File: src/rtl/updown_seek_controller_if.sv
// Seek-request channel: valid/ready handshake carrying target, path mode and prescale.
interface updown_seek_controller_if #(
  parameter int unsigned N     = 8,
  parameter int unsigned DIV_W = 4
);
  logic             req_valid;
  logic             req_ready;
  logic [N-1:0]     req_target;
  logic             req_shortest;
  logic [DIV_W-1:0] req_prescale;

  modport master (
    output req_valid,
    output req_target,
    output req_shortest,
    output req_prescale,
    input  req_ready
  );

  modport slave (
    input  req_valid,
    input  req_target,
    input  req_shortest,
    input  req_prescale,
    output req_ready
  );
endinterface

File: src/rtl/updown_seek_controller.sv
// Drives enable/direction of an external up/down counter until its value reaches a
// requested target; one step per prescale period, direction fixed at accept time.
module updown_seek_controller #(
  parameter int unsigned N     = 8,
  parameter int unsigned DIV_W = 4
) (
  input  logic                       clk,
  input  logic                       reset_n,
  updown_seek_controller_if.slave    req,
  input  logic                       abort,
  input  logic [N-1:0]               cnt_q,
  output logic                       cnt_en,
  output logic                       cnt_up,
  output logic                       busy,
  output logic                       done,
  output logic                       aborted,
  output logic [N-1:0]               step_count
);

  typedef enum logic [1:0] {
    S_IDLE = 2'd0,
    S_SEEK = 2'd1,
    S_DONE = 2'd2
  } state_e;

  localparam logic [N-1:0] HALF = {1'b1, {(N-1){1'b0}}};

  state_e           state_q, state_d;
  logic [N-1:0]     target_q, target_d;
  logic [DIV_W-1:0] p_q, p_d;
  logic             dir_q, dir_d;
  logic [DIV_W-1:0] div_q, div_d;
  logic             aborted_q, aborted_d;
  logic [N-1:0]     step_cnt_q, step_cnt_d;

  logic [N-1:0]     d_up;
  logic             dir_new;
  logic             accept;
  logic             at_target;
  logic             div_wrap;
  logic             step_en;

  // Shortest path: a modular up-distance of exactly half the range counts as up.
  assign d_up      = req.req_target - cnt_q;
  assign dir_new   = req.req_shortest ? (d_up <= HALF) : (req.req_target > cnt_q);
  assign accept    = req.req_valid && (state_q == S_IDLE);
  assign at_target = (cnt_q == target_q);
  assign div_wrap  = (div_q == p_q);

  always_ff @(posedge clk or negedge reset_n) begin
    if (!reset_n) begin
      state_q    <= S_IDLE;
      target_q   <= '0;
      p_q        <= '0;
      dir_q      <= 1'b0;
      div_q      <= '0;
      aborted_q  <= 1'b0;
      step_cnt_q <= '0;
    end else begin
      state_q    <= state_d;
      target_q   <= target_d;
      p_q        <= p_d;
      dir_q      <= dir_d;
      div_q      <= div_d;
      aborted_q  <= aborted_d;
      step_cnt_q <= step_cnt_d;
    end
  end

  always_comb begin
    state_d    = state_q;
    target_d   = target_q;
    p_d        = p_q;
    dir_d      = dir_q;
    div_d      = div_q;
    aborted_d  = aborted_q;
    step_cnt_d = step_cnt_q;
    step_en    = 1'b0;

    unique case (state_q)
      S_IDLE: begin
        if (accept) begin
          state_d    = S_SEEK;
          target_d   = req.req_target;
          p_d        = req.req_prescale;
          dir_d      = dir_new;
          div_d      = '0;
          aborted_d  = 1'b0;
          step_cnt_d = '0;
        end
      end

      S_SEEK: begin
        // Abort outranks both a pending step and target equality in the same cycle.
        if (abort) begin
          state_d   = S_DONE;
          aborted_d = 1'b1;
        end else if (at_target) begin
          state_d   = S_DONE;
          aborted_d = 1'b0;
        end else begin
          div_d = div_wrap ? '0 : div_q + 1'b1;
          if (div_wrap) begin
            step_en    = 1'b1;
            step_cnt_d = step_cnt_q + 1'b1;
          end
        end
      end

      S_DONE: begin
        state_d = S_IDLE;
      end

      default: begin
        state_d = S_IDLE;
      end
    endcase
  end

  assign req.req_ready = (state_q == S_IDLE);
  assign busy          = (state_q != S_IDLE);
  assign done          = (state_q == S_DONE);
  assign cnt_en        = step_en;
  assign cnt_up        = dir_q;
  assign aborted       = aborted_q;
  assign step_count    = step_cnt_q;

endmodule

File: src/flat_wrapper.sv
// flat-port wrapper written by rule: the top's interface ports become plain ports
module updown_seek_controller_flat 
#(
  parameter int unsigned N     = 8,
  parameter int unsigned DIV_W = 4
)
  (clk, reset_n, abort, cnt_q, cnt_en, cnt_up, busy, done, aborted, step_count, req_req_valid, req_req_target, req_req_shortest, req_req_prescale, req_req_ready);
  updown_seek_controller_if #(.N(N), .DIV_W(DIV_W)) req_i ();
  input  logic clk;
  input  logic reset_n;
  input  logic abort;
  input  logic [N-1:0] cnt_q;
  output logic cnt_en;
  output logic cnt_up;
  output logic busy;
  output logic done;
  output logic aborted;
  output logic [N-1:0] step_count;
  input wire logic [$bits(req_i.req_valid)-1:0] req_req_valid;
  input wire logic [$bits(req_i.req_target)-1:0] req_req_target;
  input wire logic [$bits(req_i.req_shortest)-1:0] req_req_shortest;
  input wire logic [$bits(req_i.req_prescale)-1:0] req_req_prescale;
  output wire logic [$bits(req_i.req_ready)-1:0] req_req_ready;
  assign req_i.req_valid = req_req_valid;
  assign req_i.req_target = req_req_target;
  assign req_i.req_shortest = req_req_shortest;
  assign req_i.req_prescale = req_req_prescale;
  assign req_req_ready = req_i.req_ready;
  updown_seek_controller #(.N(N), .DIV_W(DIV_W)) u_core (.clk(clk), .reset_n(reset_n), .req(req_i), .abort(abort), .cnt_q(cnt_q), .cnt_en(cnt_en), .cnt_up(cnt_up), .busy(busy), .done(done), .aborted(aborted), .step_count(step_count));
endmodule
File: config.mk
export PLATFORM = sky130hd
export DESIGN_NAME = updown_seek_controller_flat
export DESIGN_NICKNAME = d
export VERILOG_FILES = /design/src/rtl/updown_seek_controller_if.sv /design/src/rtl/updown_seek_controller.sv /design/src/flat_wrapper.sv
export SDC_FILE = /design/constraint.sdc
export NUM_CORES = 1
export LEC_CHECK = 0
export ABC_AREA = 1
export BUFFER_PORTS_ARGS = -buffer_cell sky130_fd_sc_hd__buf_2
export CELL_PAD_IN_SITES_DETAIL_PLACEMENT = 0
export CELL_PAD_IN_SITES_GLOBAL_PLACEMENT = 1
export CORE_ASPECT_RATIO = 2
export CORE_MARGIN = 5
export CORE_UTILIZATION = 30
export DETAILED_ROUTE_END_ITERATION = 16
export GPL_TIMING_DRIVEN = 1
export MAX_ROUTING_LAYER = met4
export PLACE_DENSITY = 0.71
export SLEW_MARGIN = 40
export SYNTH_ARGS = -nofsm -noshare
export SYNTH_HDL_FRONTEND = slang
export SYNTH_SLANG_ARGS = --single-unit
File: constraint.sdc
create_clock -name clk -period 1.6 [get_ports clk]
set_input_delay 0.24 -clock clk [delete_from_list [all_inputs] [get_ports clk]]
set_output_delay 0.24 -clock clk [all_outputs]
set_load 0.05 [all_outputs]
==> flow_summary.yaml <==
synthesis:
  synthTopCellsByCount: "nand2_1, inv_1, dfrtp_1"
  synth_fp_nets: 300
  synth-seq-area-share_pct: 35.5
  netlist_area_um2: 1970
  syn_avg_cell_area_um2: 7.47
  synth.area.top_cells: "dfrtp_1, nand2_1, ha_1"
  synth_edf_count: 0
  async_flop_share_pct: 100
  synth_top_area_share_pct: 35.5
  synth_most_common_cell: "nand2_1"
  syn_inst: 264
  yosys_warnings: 0
  yosys.area.top_type: "dfrtp_1"
  yosys.cell_types.count: 26
  ys_seq_elements: 28
  ys.flop_type: "dfrtp_1"
critical_path:
  cpPeakStageDelay_ns: 0.41
  path_cells: "xnor2_2 -> nand2_1 -> nor2_1 -> nand2_1 -> nand3_4 -> nor2_4 -> buf_8"
  crit_type: "reg2out"
  crit_required_ns: 1.36
  startpoint_type: "flip-flop"
  cpMostUsedCell: "nand2_1"
  worstSetupEndpointType: "output pin"
  cp.arrival_ns: 1.41
  critical_path_buf_inv_count: 1
  critPathTopFamily: "simple AND/OR/NAND/NOR gates"
  path_max_fanout: 2
  slowest_stage: "dfrtp_1"
cts:
  cts_htree_levels: 1
  root_buffer: "clkbuf_16"
  clk_transition_reported_paths_ns: 0.07
  cts_tree: "yes"
  clk_path_buf_depth: 2
  clk_latency_ns: 0.27
  cts_hold_buf: 0
  clock-sinks: 28
  numCtsBuffers: 3
grt:
  grt_max_degree: 29
  first_global_vias: 1766
  grt_pass1_wl_mm: 7.58
  overflow: 0
  antenna_found_initial: 0
  grt.total_usage_pct: 11.3
timing:
  drv_slew: 0
  fin_hold_ws_ns: -0.00427
  period_share_pct: 103
  final-hold-violation-count: 20
  worst_slack_ns: -0.0495
  fmax_mhz: 606
  clock_skew_ns: 0.00301
  rsz0062_at_grt: "true"
  setup_violations: 2
  tightestPinTransition_ns: 0.646
  slew_headroom_pct: 57.0
  fin_crit_ns: 1.65
  tns_ns: -0.0670
drt:
  routedWlPerCell_um: 10.9
  drt_iter0_markers: 81
  ant_nets: 0
  drc: 0
  wl_mm: 4.53
  vias: 1811
  viasPerCell: 4.37
  first_pass_iters: 4
finish:
  utilization_pct: 40.9
  fin_nets: 363
  diodes: 0
  finalNonFillerCells: 414
  layout-drive-gt1-share_pct: 34.0
  syn_to_final_growth_pct: 35.1
flow_run:
  maxCapViolCount: 0
pwr:
  powerDensity_nw_per_um2: 1460
  ir_worst_vdd_uv: 658
  p_leak_nw: 1.42
placed_design:
  dp_hpwl_mm: 3.52
  routabilityCongestion: 0.836
  post-place-ws_ns: -0.213
  post-place-cells: 406
  portBuffers: 38
floorplan:
  rows: 42
  io_pins: 39
  die_y_um: 125
  dieArea_um2: 8400
  start_util_pct: 30.3
  fp.dieW_um: 67.3
  core_um2: 6520
run_status:
  status: "complete, but fails checks"
  violations: "hold timing, setup timing"
hold_path:
  hold_class: "in2async"
## kinds of logic (layout without fill, tap and decap cells)
family	Yosys count	after routing	share of synthesized area, %
buf+inv	36	97	7.67
flops	28	28	35.5
fa+ha+maj	11	11	7.36
xor+xnor	18	18	7.99
simple gates	149	150	34.2
compound gates	22	22	7.29
## state kept, by name, summed over array words and instances (netlist names)
signal and flops:
u_core.div_q 4, u_core.p_q 4, u_core.step_count 8, u_core.state_q 2
u_core.cnt_up 1, u_core.target_q 8, u_core.aborted 1
## routing by layer
layer  vias up  share of wire [%]  GRT usage, %  wire (µm)
li1        947                  -             -          -
met1       817                 46          15.5       2080
met2        39                 47          17.4       2140
met3         8                5.6          1.62        253
met4         0                1.1          2.87         48
met5         -                  0             -          0
## cell usage in the layout (no fill, tap or decap)
cell / instances
nand2_1: 88
buf_2: 36
inv_1: 27
dfrtp_1: 26
buf_4: 21
nor2_1: 16
nand3_1: 13
ha_1: 9
xor2_1: 8
xnor2_1: 8
o21ai_2: 8
a21oi_1: 7
nand2_2: 6
nand4_1: 5
nand2_4: 5
or2_2: 4
inv_4: 3
nor2_4: 3
nor2_2: 3
nand2_8: 3
clkbuf_16: 3
inv_2: 2
xnor2_2: 2
o21ai_0: 2
o21a_1: 2
dfrtp_2: 2
inv_6: 1
nand3_4: 1
or2_1: 1
o21ai_1: 1
nand3_2: 1
nand3b_1: 1
o211ai_1: 1
a21oi_2: 1
fa_2: 1
ha_4: 1
clkbuf_8: 1
buf_6: 1
buf_8: 1
buf_12: 1
## worst paths after layout
check | slack [ns] | startpoint | end | depth (start not counted)
max | -0.05 | u_core.target_q[0]$_DFFE_PN0P_ | cnt_en | 7
min | -0.004 | reset_n | u_core.target_q[0]$_DFFE_PN0P_ | 1
max reg2reg | -0.02 | u_core.target_q[0]$_DFFE_PN0P_ | u_core.step_count[0]$_DFFE_PN0P_ | 11
min reg2reg | 0.49 | u_core.p_q[1]$_DFFE_PN0P_ | u_core.p_q[1]$_DFFE_PN0P_ | 2
max in group asynchronous | 1.15 | reset_n | u_core.step_count[1]$_DFFE_PN0P_ | 1
min in group clk | 0.17 | req_req_prescale[1] | u_core.p_q[1]$_DFFE_PN0P_ | 3
## layout make-up
| class | count | area [µm²] |
|---|---|---|
| multi-input combinational | 201 | 1240 |
| inverter | 33 | 136 |
| fill | 710 | 3850 |
| tap | 88 | 110 |
| timing repair buffer | 60 | 384 |
| clock buffer | 4 | 88.8 |
| sequential | 28 | 703 |
## per-stage QoR
stage / cell area [µm²] / power [mW]
after floorplan: 2000 / 2.57
after global placement: 2420 / 3.01
after detailed placement: 2420 / 3.04
after CTS: 2530 / 3.72
after global routing: 2670 / 4.20
final: 2670 / 3.89
## timing repair
item,4_1_cts,5_1_grt
gates cloned,0,1
setup endpoints to repair,1,15
resized for setup,4,28
buffers inserted,1,2
pin swaps,7,17
## where the power goes
group	total (mW)	switching [mW]	internal [mW]	leakage [nW]
Clock	0.628	0.244	0.384	0.0442
Combinational	2.12	1.35	0.771	1.02
Sequential	1.14	0.189	0.953	0.359
No activity file was read; power rests on OpenSTA's default activity.
